`src/rtl/counter_pkg.sv`:
```
// Shared constants for the 4-bit mode counter and its checkers:
// mode encodings, monitor FSM state encodings and the default data width.
package counter_pkg;

    localparam int unsigned COUNTER_WIDTH = 4;

    localparam logic [1:0] MODE_UP3  = 2'b00;
    localparam logic [1:0] MODE_DN1  = 2'b01;
    localparam logic [1:0] MODE_UP1  = 2'b10;
    localparam logic [1:0] MODE_LOAD = 2'b11;

    localparam logic [1:0] ST_IDLE   = 2'b00;
    localparam logic [1:0] ST_TRACK  = 2'b01;
    localparam logic [1:0] ST_RESYNC = 2'b10;

endpackage

```
`src/rtl/counter_model.sv`:
```
// Combinational next-value function of the mode counter: given the old count
// and the controls, returns the next {Q, rco, load}.
module counter_model
    import counter_pkg::*;
#(
    parameter int unsigned WIDTH = COUNTER_WIDTH
) (
    input  logic [WIDTH-1:0] old_Q,
    input  logic             enable,
    input  logic [1:0]       mode,
    input  logic [WIDTH-1:0] D,
    output logic [WIDTH-1:0] nQ,
    output logic             nrco,
    output logic             nload
);

    localparam logic [WIDTH:0] STEP1 = (WIDTH+1)'(1);
    localparam logic [WIDTH:0] STEP3 = (WIDTH+1)'(3);

    // Carry/borrow land in the extra top bit of the widened intermediate.
    logic [WIDTH:0] sum;

    always_comb begin
        sum   = '0;
        nQ    = old_Q;
        nrco  = 1'b0;
        nload = 1'b0;
        if (enable) begin
            case (mode)
                MODE_UP3: begin
                    sum  = {1'b0, old_Q} + STEP3;
                    nQ   = sum[WIDTH-1:0];
                    nrco = sum[WIDTH];
                end
                MODE_DN1: begin
                    sum  = {1'b0, old_Q} - STEP1;
                    nQ   = sum[WIDTH-1:0];
                    nrco = sum[WIDTH];
                end
                MODE_UP1: begin
                    sum  = {1'b0, old_Q} + STEP1;
                    nQ   = sum[WIDTH-1:0];
                    nrco = sum[WIDTH];
                end
                default: begin
                    nQ    = D;
                    nload = 1'b1;
                end
            endcase
        end
    end

endmodule

```
`src/rtl/counter_monitor.sv`:
```
// Cycle-accurate checker for the mode counter: tracks a private model and flags
// Q/rco/load mismatches. Optional realignment after a mismatch: COUNTER_MONITOR_RESYNC_EN.
module counter_monitor
    import counter_pkg::*;
#(
    parameter int unsigned WIDTH = COUNTER_WIDTH,
    parameter int unsigned ERR_W = 8
) (
    input  logic             clk,
    input  logic             reset,
    input  logic             enable,
    input  logic [1:0]       mode,
    input  logic [WIDTH-1:0] D,
    input  logic [WIDTH-1:0] Q,
    input  logic             rco,
    input  logic             load,
    output logic             tracking,
    output logic [WIDTH-1:0] exp_Q,
    output logic             err,
    output logic             err_sticky,
    output logic [ERR_W-1:0] err_count
);

    logic [1:0]       state;
    logic             exp_rco;
    logic             exp_load;
    logic [WIDTH-1:0] base_q;
    logic [WIDTH-1:0] n_q;
    logic             n_rco;
    logic             n_load;
    logic             mismatch;

    assign tracking = (state == ST_TRACK);

    always_comb begin
        base_q = exp_Q;
`ifdef COUNTER_MONITOR_RESYNC_EN
        // Realign to what the counter actually shows after a reported fault.
        if (state == ST_RESYNC) base_q = Q;
`endif
        mismatch = (state == ST_TRACK) &&
                   ({Q, rco, load} != {exp_Q, exp_rco, exp_load});
    end

    counter_model #(.WIDTH(WIDTH)) u_model (
        .old_Q  (base_q),
        .enable (enable),
        .mode   (mode),
        .D      (D),
        .nQ     (n_q),
        .nrco   (n_rco),
        .nload  (n_load)
    );

    always_ff @(posedge clk or posedge reset) begin
        if (reset) begin
            state      <= ST_IDLE;
            exp_Q      <= '0;
            exp_rco    <= 1'b0;
            exp_load   <= 1'b0;
            err        <= 1'b0;
            err_sticky <= 1'b0;
            err_count  <= '0;
        end else begin
            exp_Q    <= n_q;
            exp_rco  <= n_rco;
            exp_load <= n_load;
            err      <= mismatch;
            if (mismatch) err_sticky <= 1'b1;
            if (mismatch && (err_count != '1)) err_count <= err_count + ERR_W'(1);
            case (state)
                ST_IDLE:   state <= ST_TRACK;
                ST_TRACK: begin
`ifdef COUNTER_MONITOR_RESYNC_EN
                    if (mismatch) state <= ST_RESYNC;
`endif
                end
                ST_RESYNC: state <= ST_TRACK;
                default:   state <= ST_IDLE;
            endcase
        end
    end

endmodule
```
`config.mk`:
```
export PLATFORM = sky130hd
export DESIGN_NAME = counter_monitor
export DESIGN_NICKNAME = d
export VERILOG_FILES = /design/src/rtl/counter_pkg.sv /design/src/rtl/counter_model.sv /design/src/rtl/counter_monitor.sv
export SDC_FILE = /design/constraint.sdc
export NUM_CORES = 1
export LEC_CHECK = 0
export ABC_CLOCK_PERIOD_IN_PS = 2200
export CAP_MARGIN = 20
export CORE_MARGIN = 2
export CORE_UTILIZATION = 45
export CTS_CLUSTER_SIZE = 14
export DETAILED_ROUTE_END_ITERATION = 10
export PLACE_DENSITY = 0.77
export SLEW_MARGIN = 5
export SYNTH_ARGS = -nofsm -noshare
export SYNTH_HDL_FRONTEND = slang
export SYNTH_SLANG_ARGS = --single-unit
```
`constraint.sdc`:
```
create_clock -name clk -period 2.2 [get_ports clk]
set_clock_uncertainty 0.05 [all_clocks]
set_input_delay 0.66 -clock clk [delete_from_list [all_inputs] [get_ports clk]]
set_output_delay 0.66 -clock clk [all_outputs]
set_load 0.005 [all_outputs]
```
==> flow_summary.html <==
<table>
<tr><th>Metric</th><th>Value</th></tr>
<tr><th colspan="2">Floorplanning</th></tr>
<tr><td>Area of the die</td><td>approximately 2700 um^2</td></tr>
<tr><td>Die width</td><td>51.8 um</td></tr>
<tr><td>Core box area</td><td>2190 um^2</td></tr>
<tr><td>Die Y</td><td>a little over 50 um</td></tr>
<tr><td>Count of boundary I/O pins</td><td>30</td></tr>
<tr><td>Floorplan row count</td><td>17</td></tr>
<tr><td>Starting Density</td><td>46.8%</td></tr>
<tr><th colspan="2">Cells and area</th></tr>
<tr><td>Leading cell types in the layout, fill and taps excluded</td><td>sky130_fd_sc_hd__clkdlybuf4s50_1, sky130_fd_sc_hd__dfrtp_1, sky130_fd_sc_hd__buf_4</td></tr>
<tr><td>Most common library cell in the layout ignoring fill and taps</td><td>sky130_fd_sc_hd__clkdlybuf4s50_1</td></tr>
<tr><td>Layout net count</td><td>between 150 and 200</td></tr>
<tr><td>Ratio of cells with drive above 1 in the final layout</td><td>approximately 15%</td></tr>
<tr><td>Post-route standard cell area excluding fillers</td><td>between 1000 and 1500 um^2</td></tr>
<tr><td>Core occupancy in the finished layout</td><td>64.1%</td></tr>
<tr><td>Diode insertion count for antenna repair</td><td>0</td></tr>
<tr><td>Area Overhead vs Synth</td><td>36.8%</td></tr>
<tr><th colspan="2">Route</th></tr>
<tr><td>DRT Pass-1 Iters</td><td>4</td></tr>
<tr><td>Total DRC errors in the routed layout</td><td>0</td></tr>
<tr><td>Detail-routed via count per cell</td><td>5.13</td></tr>
<tr><td>Post-detailed-routing wire length</td><td>roughly 2100 um</td></tr>
<tr><td>Routed length per instance</td><td>approximately 13 um</td></tr>
<tr><td>Post-detailed-route count of antenna-violating nets</td><td>0</td></tr>
<tr><td>Number of DRC violations after detailed-routing iteration 0</td><td>10</td></tr>
<tr><td>Number of vias after detailed routing</td><td>between 800 and 900</td></tr>
<tr><th colspan="2">CTS</th></tr>
<tr><td>Clock Path Buffers</td><td>2</td></tr>
<tr><td>Clock-pin slew on the worst setup and hold paths</td><td>about 0.090 ns</td></tr>
<tr><td>Cells resized by post-CTS repair</td><td>0</td></tr>
<tr><td>TritonCTS buffer count</td><td>3</td></tr>
<tr><td>CTS tree</td><td>built</td></tr>
<tr><td>TritonCTS sink count</td><td>17</td></tr>
<tr><td>Clock insertion delay at the later pin of the skew report</td><td>0.28 ns</td></tr>
<tr><td>Post-CTS Repair Setup Buffers</td><td>0</td></tr>
<tr><td>Root buffer selected by CTS</td><td>sky130_fd_sc_hd__clkbuf_4</td></tr>
<tr><td>H-tree level count</td><td>1</td></tr>
<tr><td>Hold-fix buffer count after cts</td><td>0</td></tr>
<tr><th colspan="2">Worst setup path</th></tr>
<tr><td>Required time at the worst-slack endpoint</td><td>1.49 ns</td></tr>
<tr><td>Kind of cell with the highest combined delay on the critical path</td><td>buffers and inverters</td></tr>
<tr><td>Critical path buffers and inverters</td><td>1</td></tr>
<tr><td>Number of cells on the worst reg-to-reg path</td><td>4</td></tr>
<tr><td>Worst EP arrival</td><td>between 1 and 1.5 ns</td></tr>
<tr><td>Max stage delay cell, worst path</td><td>sky130_fd_sc_hd__clkdlybuf4s50_1</td></tr>
<tr><td>Maximum fanout encountered on the critical timing path</td><td>9</td></tr>
<tr><td>Critical path class</td><td>reg -&gt; out</td></tr>
<tr><td>Reg2Reg Capture Point</td><td>exp_rco</td></tr>
<tr><td>Type of element launching the critical path</td><td>register</td></tr>
<tr><td>Setup slack on the worst flop-to-flop path</td><td>between 0.4 and 0.5 ns</td></tr>
<tr><td>Worst Setup End Kind</td><td>output pin</td></tr>
<tr><td>CP Cell Sequence</td><td>clkdlybuf4s50_1</td></tr>
<tr><td>Launch instance of the worst register-to-register path</td><td>exp_Q[0]</td></tr>
<tr><td>Largest stage delay on the critical path</td><td>between 0.5 and 0.6 ns</td></tr>
<tr><th colspan="2">Global routing</th></tr>
<tr><td>Initial antenna violation count</td><td>0</td></tr>
<tr><td>Overflow left after global routing</td><td>0</td></tr>
<tr><td>GRT Util Overall</td><td>a little under a fifth</td></tr>
<tr><td>First-pass GRT wire length</td><td>3660 um</td></tr>
<tr><td>Number of global-route vias before repair</td><td>791</td></tr>
<tr><td>Pin count of the biggest net entering global routing</td><td>18</td></tr>
<tr><th colspan="2">Logic synthesis</th></tr>
<tr><td>Post-synthesis cell count</td><td>102</td></tr>
<tr><td>Distinct cell type count of the synthesized netlist</td><td>39</td></tr>
<tr><td>Dominant register cell in the synthesized netlist</td><td>sky130_fd_sc_hd__dfrtp_1</td></tr>
<tr><td>Flop and latch count out of synthesis</td><td>17</td></tr>
<tr><td>Net count after synthesis</td><td>between 100 and 150</td></tr>
<tr><td>Post-Syn Area</td><td>1030 um^2</td></tr>
<tr><td>Mean instance size in the synthesized netlist</td><td>roughly 10 um^2</td></tr>
<tr><td>Proportion of synthesized flip-flops having asynchronous set or reset</td><td>between 90% and 100%</td></tr>
<tr><td>Sequential element share of the synthesized area</td><td>41.5%</td></tr>
<tr><td>Number of warnings issued by yosys</td><td>0</td></tr>
<tr><td>Count of flip-flops with a built-in enable after synthesis</td><td>0</td></tr>
<tr><th colspan="2">Worst hold path</th></tr>
<tr><td>Startpoint of the tightest hold check path</td><td>err_sticky</td></tr>
<tr><td>Type of the tightest min-delay check</td><td>reg -&gt; reg</td></tr>
<tr><td>Min-Delay Path Depth</td><td>1</td></tr>
<tr><td>Hold Path Sink</td><td>err_sticky</td></tr>
<tr><th colspan="2">Status</th></tr>
<tr><td>Run status</td><td>finished, final reports clean</td></tr>
<tr><th colspan="2">Power and ir drop</th></tr>
<tr><td>Leakage power summed over all cells</td><td>roughly 0.0006 uW</td></tr>
<tr><td>Worst VDD drop</td><td>between 0.5 and 0.6 mV</td></tr>
<tr><td>Power density cells</td><td>about 920 nW/um^2</td></tr>
<tr><th colspan="2">Placement</th></tr>
<tr><td>Final Wtd Congestion</td><td>0.882</td></tr>
<tr><td>Instance area at placement</td><td>around 1400 um^2</td></tr>
<tr><td>Hpwl dp</td><td>around 1600 um</td></tr>
<tr><td>Worst slack at placement</td><td>-0.0877 ns</td></tr>
<tr><td>Number of I/O port buffers</td><td>29</td></tr>
<tr><th colspan="2">Timing</th></tr>
<tr><td>Total count of max-transition violations in the final report</td><td>0</td></tr>
<tr><td>Endpoints failing hold</td><td>0</td></tr>
<tr><td>Setup violations, final</td><td>0</td></tr>
<tr><td>Final setup slack of the worst path</td><td>around 0.085 ns</td></tr>
<tr><td>Unrepaired setup endpoints after global routing</td><td>false</td></tr>
<tr><td>Top achievable clock speed</td><td>between 400 and 500 MHz</td></tr>
<tr><td>Hold slack final</td><td>approximately 0.44 ns</td></tr>
<tr><td>Portion of the clock cycle consumed by the worst path in the final layout</td><td>between 90 and 100%</td></tr>
<tr><td>Final critical path time including I/O delays and setup</td><td>~2.1 ns</td></tr>
<tr><th colspan="2">Job</th></tr>
<tr><td>Max capacitance violation total</td><td>0</td></tr>
</table>
-- power by group --
part	switching [uW]	total (uW)	internal, uW
clock network	93.1	163	70.4
logic	212	561	349
registers	160	566	406
total	466	1290	825
-- per-stage QoR --
step           instances  total power [uW]  TNS (ns)
2_1_floorplan        102               868         0
3_3_place_gp         162              1110    -0.360
3_5_place_dp         162              1130    -0.523
4_1_cts              166              1300         0
5_1_grt              166              1390         0
6_report             166              1290         0
-- synthesized netlist by cell type (2+ instances only) --
master	number	area share, %
sky130_fd_sc_hd__nand4_1	5	3.0
sky130_fd_sc_hd__xor2_2	2	3.2
sky130_fd_sc_hd__a21boi_0	2	1.5
sky130_fd_sc_hd__xor2_1	6	5.1
sky130_fd_sc_hd__nand2_1	3	1.1
sky130_fd_sc_hd__buf_4	2	1.5
sky130_fd_sc_hd__dfrtp_1	17	41
sky130_fd_sc_hd__o21ai_0	4	2.0
sky130_fd_sc_hd__a31oi_1	4	2.4
sky130_fd_sc_hd__inv_1	6	2.2
sky130_fd_sc_hd__nor2_1	6	2.2
sky130_fd_sc_hd__a21oi_1	7	3.4
sky130_fd_sc_hd__and3_1	4	2.4
sky130_fd_sc_hd__nor3_1	3	1.5
sky130_fd_sc_hd__xnor2_1	5	4.3
sky130_fd_sc_hd__ha_1	3	3.7
-- registers in the layout, summed over array words and instances, names as in the netlist --
name,flops
exp_load,1
exp_Q,4
exp_rco,1
err_sticky,1
err,1
err_count,8
state,1
-- kinds of logic (layout without fill, tap and decap cells) --
logic type | after synthesis | after routing | synth area share [%]
AO/OA/AOI/OAI | 23 | 23 | 14.0
XOR/XNOR | 13 | 13 | 12.6
adder cells (fa/ha/maj) | 3 | 3 | 3.66
buffers and inverters | 11 | 47 | 5.61
flip-flops | 17 | 17 | 41.5
multiplexers | 2 | 2 | 2.56
other | 1 | 1 | 0.366
AND/OR/NAND/NOR | 32 | 32 | 19.8
-- worst max path at each step --
stage	to	depth (start not counted)	startpoint
6_report	exp_Q[0]	1	exp_Q[0]
4_1_cts	exp_Q[2]	1	exp_Q[2]
5_1_grt	exp_Q[0]	1	exp_Q[0]
3_3_place_gp	exp_rco	4	mode[0]
2_1_floorplan	exp_rco	4	mode[0]
3_5_place_dp	exp_rco	4	mode[0]
-- cell type report --
class	count	area, um^2
Clock buffer	4	26.3
Sequential cell	17	427
Fill cell	189	787
Tap cell	28	35.0
Inverter	6	22.5
Timing Repair Buffer	37	350
Multi-Input combinational cell	74	543
-- metal layers --
metal	up-vias	track usage [%]	wire length (um)
met3	2	2.01	67
met4	0	8.77	20
met1	394	24.6	989
met2	26	29.3	1050
met5	-	0	0
li1	429	-	-
No activity file was read; power rests on OpenSTA's default activity.
==> patch 1: new RTL, config.mk and constraints unchanged <==
The output `err` loses its register stage (`err` becomes a continuous assignment).
--- a/src/rtl/counter_monitor.sv
+++ b/src/rtl/counter_monitor.sv
@@ -59,5 +59,4 @@
             exp_rco    <= 1'b0;
             exp_load   <= 1'b0;
-            err        <= 1'b0;
             err_sticky <= 1'b0;
             err_count  <= '0;
@@ -66,5 +65,4 @@
             exp_rco  <= n_rco;
             exp_load <= n_load;
-            err      <= mismatch;
             if (mismatch) err_sticky <= 1'b1;
             if (mismatch && (err_count != '1)) err_count <= err_count + ERR_W'(1);
@@ -82,3 +80,5 @@
     end
 
+    assign err = mismatch;
+
 endmodule
Check against the original RTL: not equivalent (Yosys sat finds a counterexample within 4 cycles, from zero or initial values and one cycle with reset high).
==> patch 1 against the original RTL <==
  * Highest routed layer unchanged
  * Power is 5.9% lower
  * Largest power group is now combinational cells
  * Synthesized cell count is 2.9% lower
  * Sequential power is 15% lower
  * Combinational power is 4.3% higher
  * Area after synthesis is 8.5% lower
  * Sequential cell count is 1 lower
  * Critical path depth is 5 higher
  * Die area is 7.9% lower
  * Cell area is 2.3% lower
  * Worst setup slack worse by 0.15 ns
  * Critical path type is now input port to primary output
  * The run now ends with setup timing left
  * Routed wire length is 9.8% higher
==> patch 1: results <==
metrics = {
    "power": {
        "leakage_uw": 0.000604,
        "vdd_drop_max_mv": 0.541,
        "swShare_pct": 34.4,
    },
    "critical_path": {
        "worstPathMaxFanout": 2,
        "worstSetupStartpoint": "Q[3]",
        "cp_top_family": "simple AND/OR/NAND/NOR gates",
        "worst_path_max_delay_cell": "nor4_2",
        "timing.rr.end": "exp_Q[1]",
        "critPathMaxStageDelay_ns": 0.30,
        "rrSetupSlack_ns": 0.50,
        "crit_path_end": "err",
    },
    "layout": {
        "fin_util_pct": 69.9,
        "drive_gt1_share_pct": 18.3,
        "nets": 162,
    },
    "sta": {
        "setup_ws_ns": -0.0686,
        "setup_tns_ns": -0.0686,
        "setup_viol": 1,
    },
    "placement": {
        "placed_area_mm2": 0.00134,
        "place_congestion": 0.838,
        "dp_hpwl_um": 1840,
        "dpl_worst_slack_ns": -0.757,
    },
    "run_status": {
        "status": "finished with violations",
        "violations": "setup timing",
    },
    "global_route": {
        "grt_pass1_wl_um": 3930,
    },
    "logic_synthesis": {
        "yosys-top-cells-count": "16 x dfrtp_1, 9 x nand2_1, 8 x xnor2_1",
        "synth_nets": 117,
        "synth_cell_type_count": 32,
    },
    "detailed_routing": {
        "postRouteWirelength_um": 2340,
        "via_per_inst": 5.43,
    },
}
==> patch 1: layout make-up <==
| cell class | count | area share (%) |
|---|---|---|
| clock buffers | 3 | 1.64 |
| flip-flops and latches | 16 | 29.2 |
| multi-input cells | 75 | 36.7 |
| repair buffers | 43 | 28.6 |
| inverters | 5 | 1.37 |
| well taps | 27 | 2.46 |
==> patch 1: power by group through the flow <==
stage | Combinational, µW | Clock, µW | Sequential (µW)
after floorplan | 264 | 0 | 485
after global routing | 641 | 168 | 495
final | 585 | 149 | 480
after detailed placement | 572 | 0 | 483
after global placement | 552 | 0 | 476
after CTS | 579 | 155 | 479
==> patch 1: logic make-up (layout without fill, tap and decap cells) <==
family	after synthesis	count (layout)	synth area share (%)
flip-flops	16	16	42.7
AND/OR/NAND/NOR	35	35	20.1
XOR/XNOR	15	15	14.0
buffers and inverters	8	51	3.73
multiplexers	1	1	1.60
other	1	1	0.400
adder cells (fa/ha/maj)	3	3	4.00
AO/OA/AOI/OAI	20	20	13.5
==> patch 1: timing repair <==
| action | in CTS | in global routing |
|---|---|---|
| endpoints found under the setup margin | 1 | 1 |
| pin swaps | 6 | 2 |
| gates resized for setup | 21 | 2 |
| buffers inserted | 1 | 1 |
==> patch 1: per-layer routing <==
layer  share of wire [%]  track usage [%]
met5                   0                0
met2                  55             40.4
met3                 4.5             3.03
met4                 2.7             11.6
met1                  38             21.0
==> patch 1: through the flow <==
step,hold slack [ns],instances,total power (µW)
after floorplan,0.408,99,750
after global placement,0.399,164,1030
after detailed placement,0.461,164,1060
after CTS,0.473,168,1210
after global routing,0.508,169,1300
final,0.466,169,1210
==> patch 2: new RTL, config.mk and constraints unchanged <==
Made on the original files. Set the parameter `ERR_W` to 6 (it was 8).
--- a/src/rtl/counter_monitor.sv
+++ b/src/rtl/counter_monitor.sv
@@ -5,5 +5,5 @@
 #(
     parameter int unsigned WIDTH = COUNTER_WIDTH,
-    parameter int unsigned ERR_W = 8
+    parameter int unsigned ERR_W = 6
 ) (
     input  logic             clk,
Ports: changed (resized err_count); port bits go from 30 to 28. No check against the original RTL was run, so the function may have changed too.
==> patch 2 against the original RTL <==
  * Sequential cell count down 2
  * Clock power shrank 6%
  * Cell count down 5.4%
  * Power is 11% lower
  * Sequential power fell by 14%
  * Count of clock-buffer cells in the layout unchanged
  * Register-to-register slack worse by 0.05 ns
  * Cell area fell by 8.0%
  * Routed wire length up 0.70%
  * First-iteration DRC count fell by 30%
  * Worst setup slack better by 0.0095 ns
  * Utilization increased by 1.7 points
  * Sequential share of layout area down 1.2 points
  * Area after synthesis fell by 8.5%
  * Critical endpoint is now exp_Q[1]
  * Largest cell class unchanged
==> patch 2: results <==
metrics = {
    "run_status": {
        "status": "complete, no violations",
    },
    "critical_path": {
        "worst-r2r-cell-count": 5,
        "rrSetupSlack_ns": 0.41,
        "timing.rr.end": "exp_Q[1]",
        "worstPathMaxFanout": 9,
    },
    "global_route": {
        "grt_use_total_pct": 20.9,
        "grt_pass1_vias": 867,
        "grt_max_degree": 16,
        "grt_pass1_wl_um": 3930,
    },
    "sta": {
        "fin_hold_ws_ns": 0.408,
    },
    "detailed_routing": {
        "drtPass1Iterations": 3,
        "vias": 798,
        "drt_iter0_drc": 7,
        "postRouteWirelength_um": 2140,
    },
    "logic_synthesis": {
        "synth_nets": 115,
        "yosys-top-cells-count": "15 x dfrtp_1, 12 x xor2_1, 7 x nand2_1, 7 x nor2_1",
        "synth_cells": 97,
        "synth_cell_type_count": 38,
        "yosysSeqAreaShare_pct": 40.0,
        "ys_top_cells_by_area": "dfrtp_1 40%, xor2_1 11%, ha_1 4.0%, nand2_1 2.8%, nor2_1 2.8%",
    },
    "layout": {
        "nets": 149,
        "fillerInstances": 175,
        "drive_gt1_share_pct": 11.5,
        "largest_reg_flops": 6,
        "instances_no_fill": 157,
        "top_regs": "err_count x6, exp_Q x4",
    },
    "power": {
        "leakage_uw": 0.000543,
        "vdd_drop_max_mv": 0.619,
    },
    "placement": {
        "dpl_worst_slack_ns": -0.119,
        "port_buffers": 27,
        "dp_hpwl_um": 1700,
        "place_congestion": 0.795,
    },
    "min_path": {
        "hold-path-endpoint": "err_sticky",
        "hp-class": "flip-flop to flip-flop",
    },
    "clock_network": {
        "clk_latency_ns": 0.28,
    },
}
[patch 2: cell count changes in the layout (fill, tap and decap cells not counted), sizes merged, moves of 3 or more]
cell   delta
nand4     -4
xnor2     -3
and3      -4
xor2      +4
nand2     +4
[patch 2: cells by family after synthesis]
kind of cell	count (synthesis)	synth area share, %
AO/OA/AOI/OAI	23	16.4
XOR/XNOR	14	13.1
adder cells (fa/ha/maj)	3	4.00
buffers and inverters	8	4.13
flip-flops	15	40.0
multiplexers	1	1.60
other	1	0.400
AND/OR/NAND/NOR	32	20.4
[patch 2: metal layers]
metal | up-vias | global-route usage, % | part of all wire, %
li1 | 406 | - | -
met1 | 368 | 25.9 | 45
met2 | 20 | 35.6 | 50
met3 | 4 | 4.85 | 4.0
met4 | 0 | 6.94 | 1.5
met5 | - | 0 | 0
[patch 2: repair_timing]
item | in CTS | in global routing
hold endpoints to repair | 0 | 0
setup endpoints to repair | 0 | 1
hold buffers | 0 | 0
gates resized for setup | 0 | 1
[patch 2: where the power goes]
part           total, µW  switching (µW)  internal [µW]  leakage, µW
Sequential           487             130            357     0.000173
Combinational        509             198            311     0.000355
Clock                154            83.3           70.3    0.0000150
[patch 2: worst max-delay path by stage]
stage,from,endpoint,slack [ns],cells past startpoint
6_report,exp_Q[1],exp_Q[1],0.09,1
3_5_place_dp,Q[0],err_count[3],-0.12,6
3_3_place_gp,Q[1],err_count[1],-0.04,5
4_1_cts,exp_Q[2],exp_Q[2],0.03,1
2_1_floorplan,Q[1],err_count[1],0.40,4
5_1_grt,exp_Q[1],exp_Q[1],0.05,1
[patch 2: through the flow]
stage / utilization, % / total power [µW] / setup TNS, ns / area [µm²]
4_1_cts: 65.8 / 1160 / 0 / 1290
3_5_place_dp: 64.4 / 1010 / -0.408 / 1260
2_1_floorplan: - / 738 / 0 / 938
3_3_place_gp: 64.4 / 980 / -0.122 / 1260
6_report: 65.8 / 1150 / 0 / 1290
5_1_grt: 65.8 / 1240 / 0 / 1290
[patch 2: final cells by class]
cell class              instances  area [µm²]  share of cell area, %
repair buffers                 33         315                   24.4
clock buffers                   4        26.3                   2.03
well taps                      27        33.8                   2.62
inverters                       4        15.0                   1.16
multi-input cells              74         524                   40.6
flip-flops and latches         15         377                   29.2
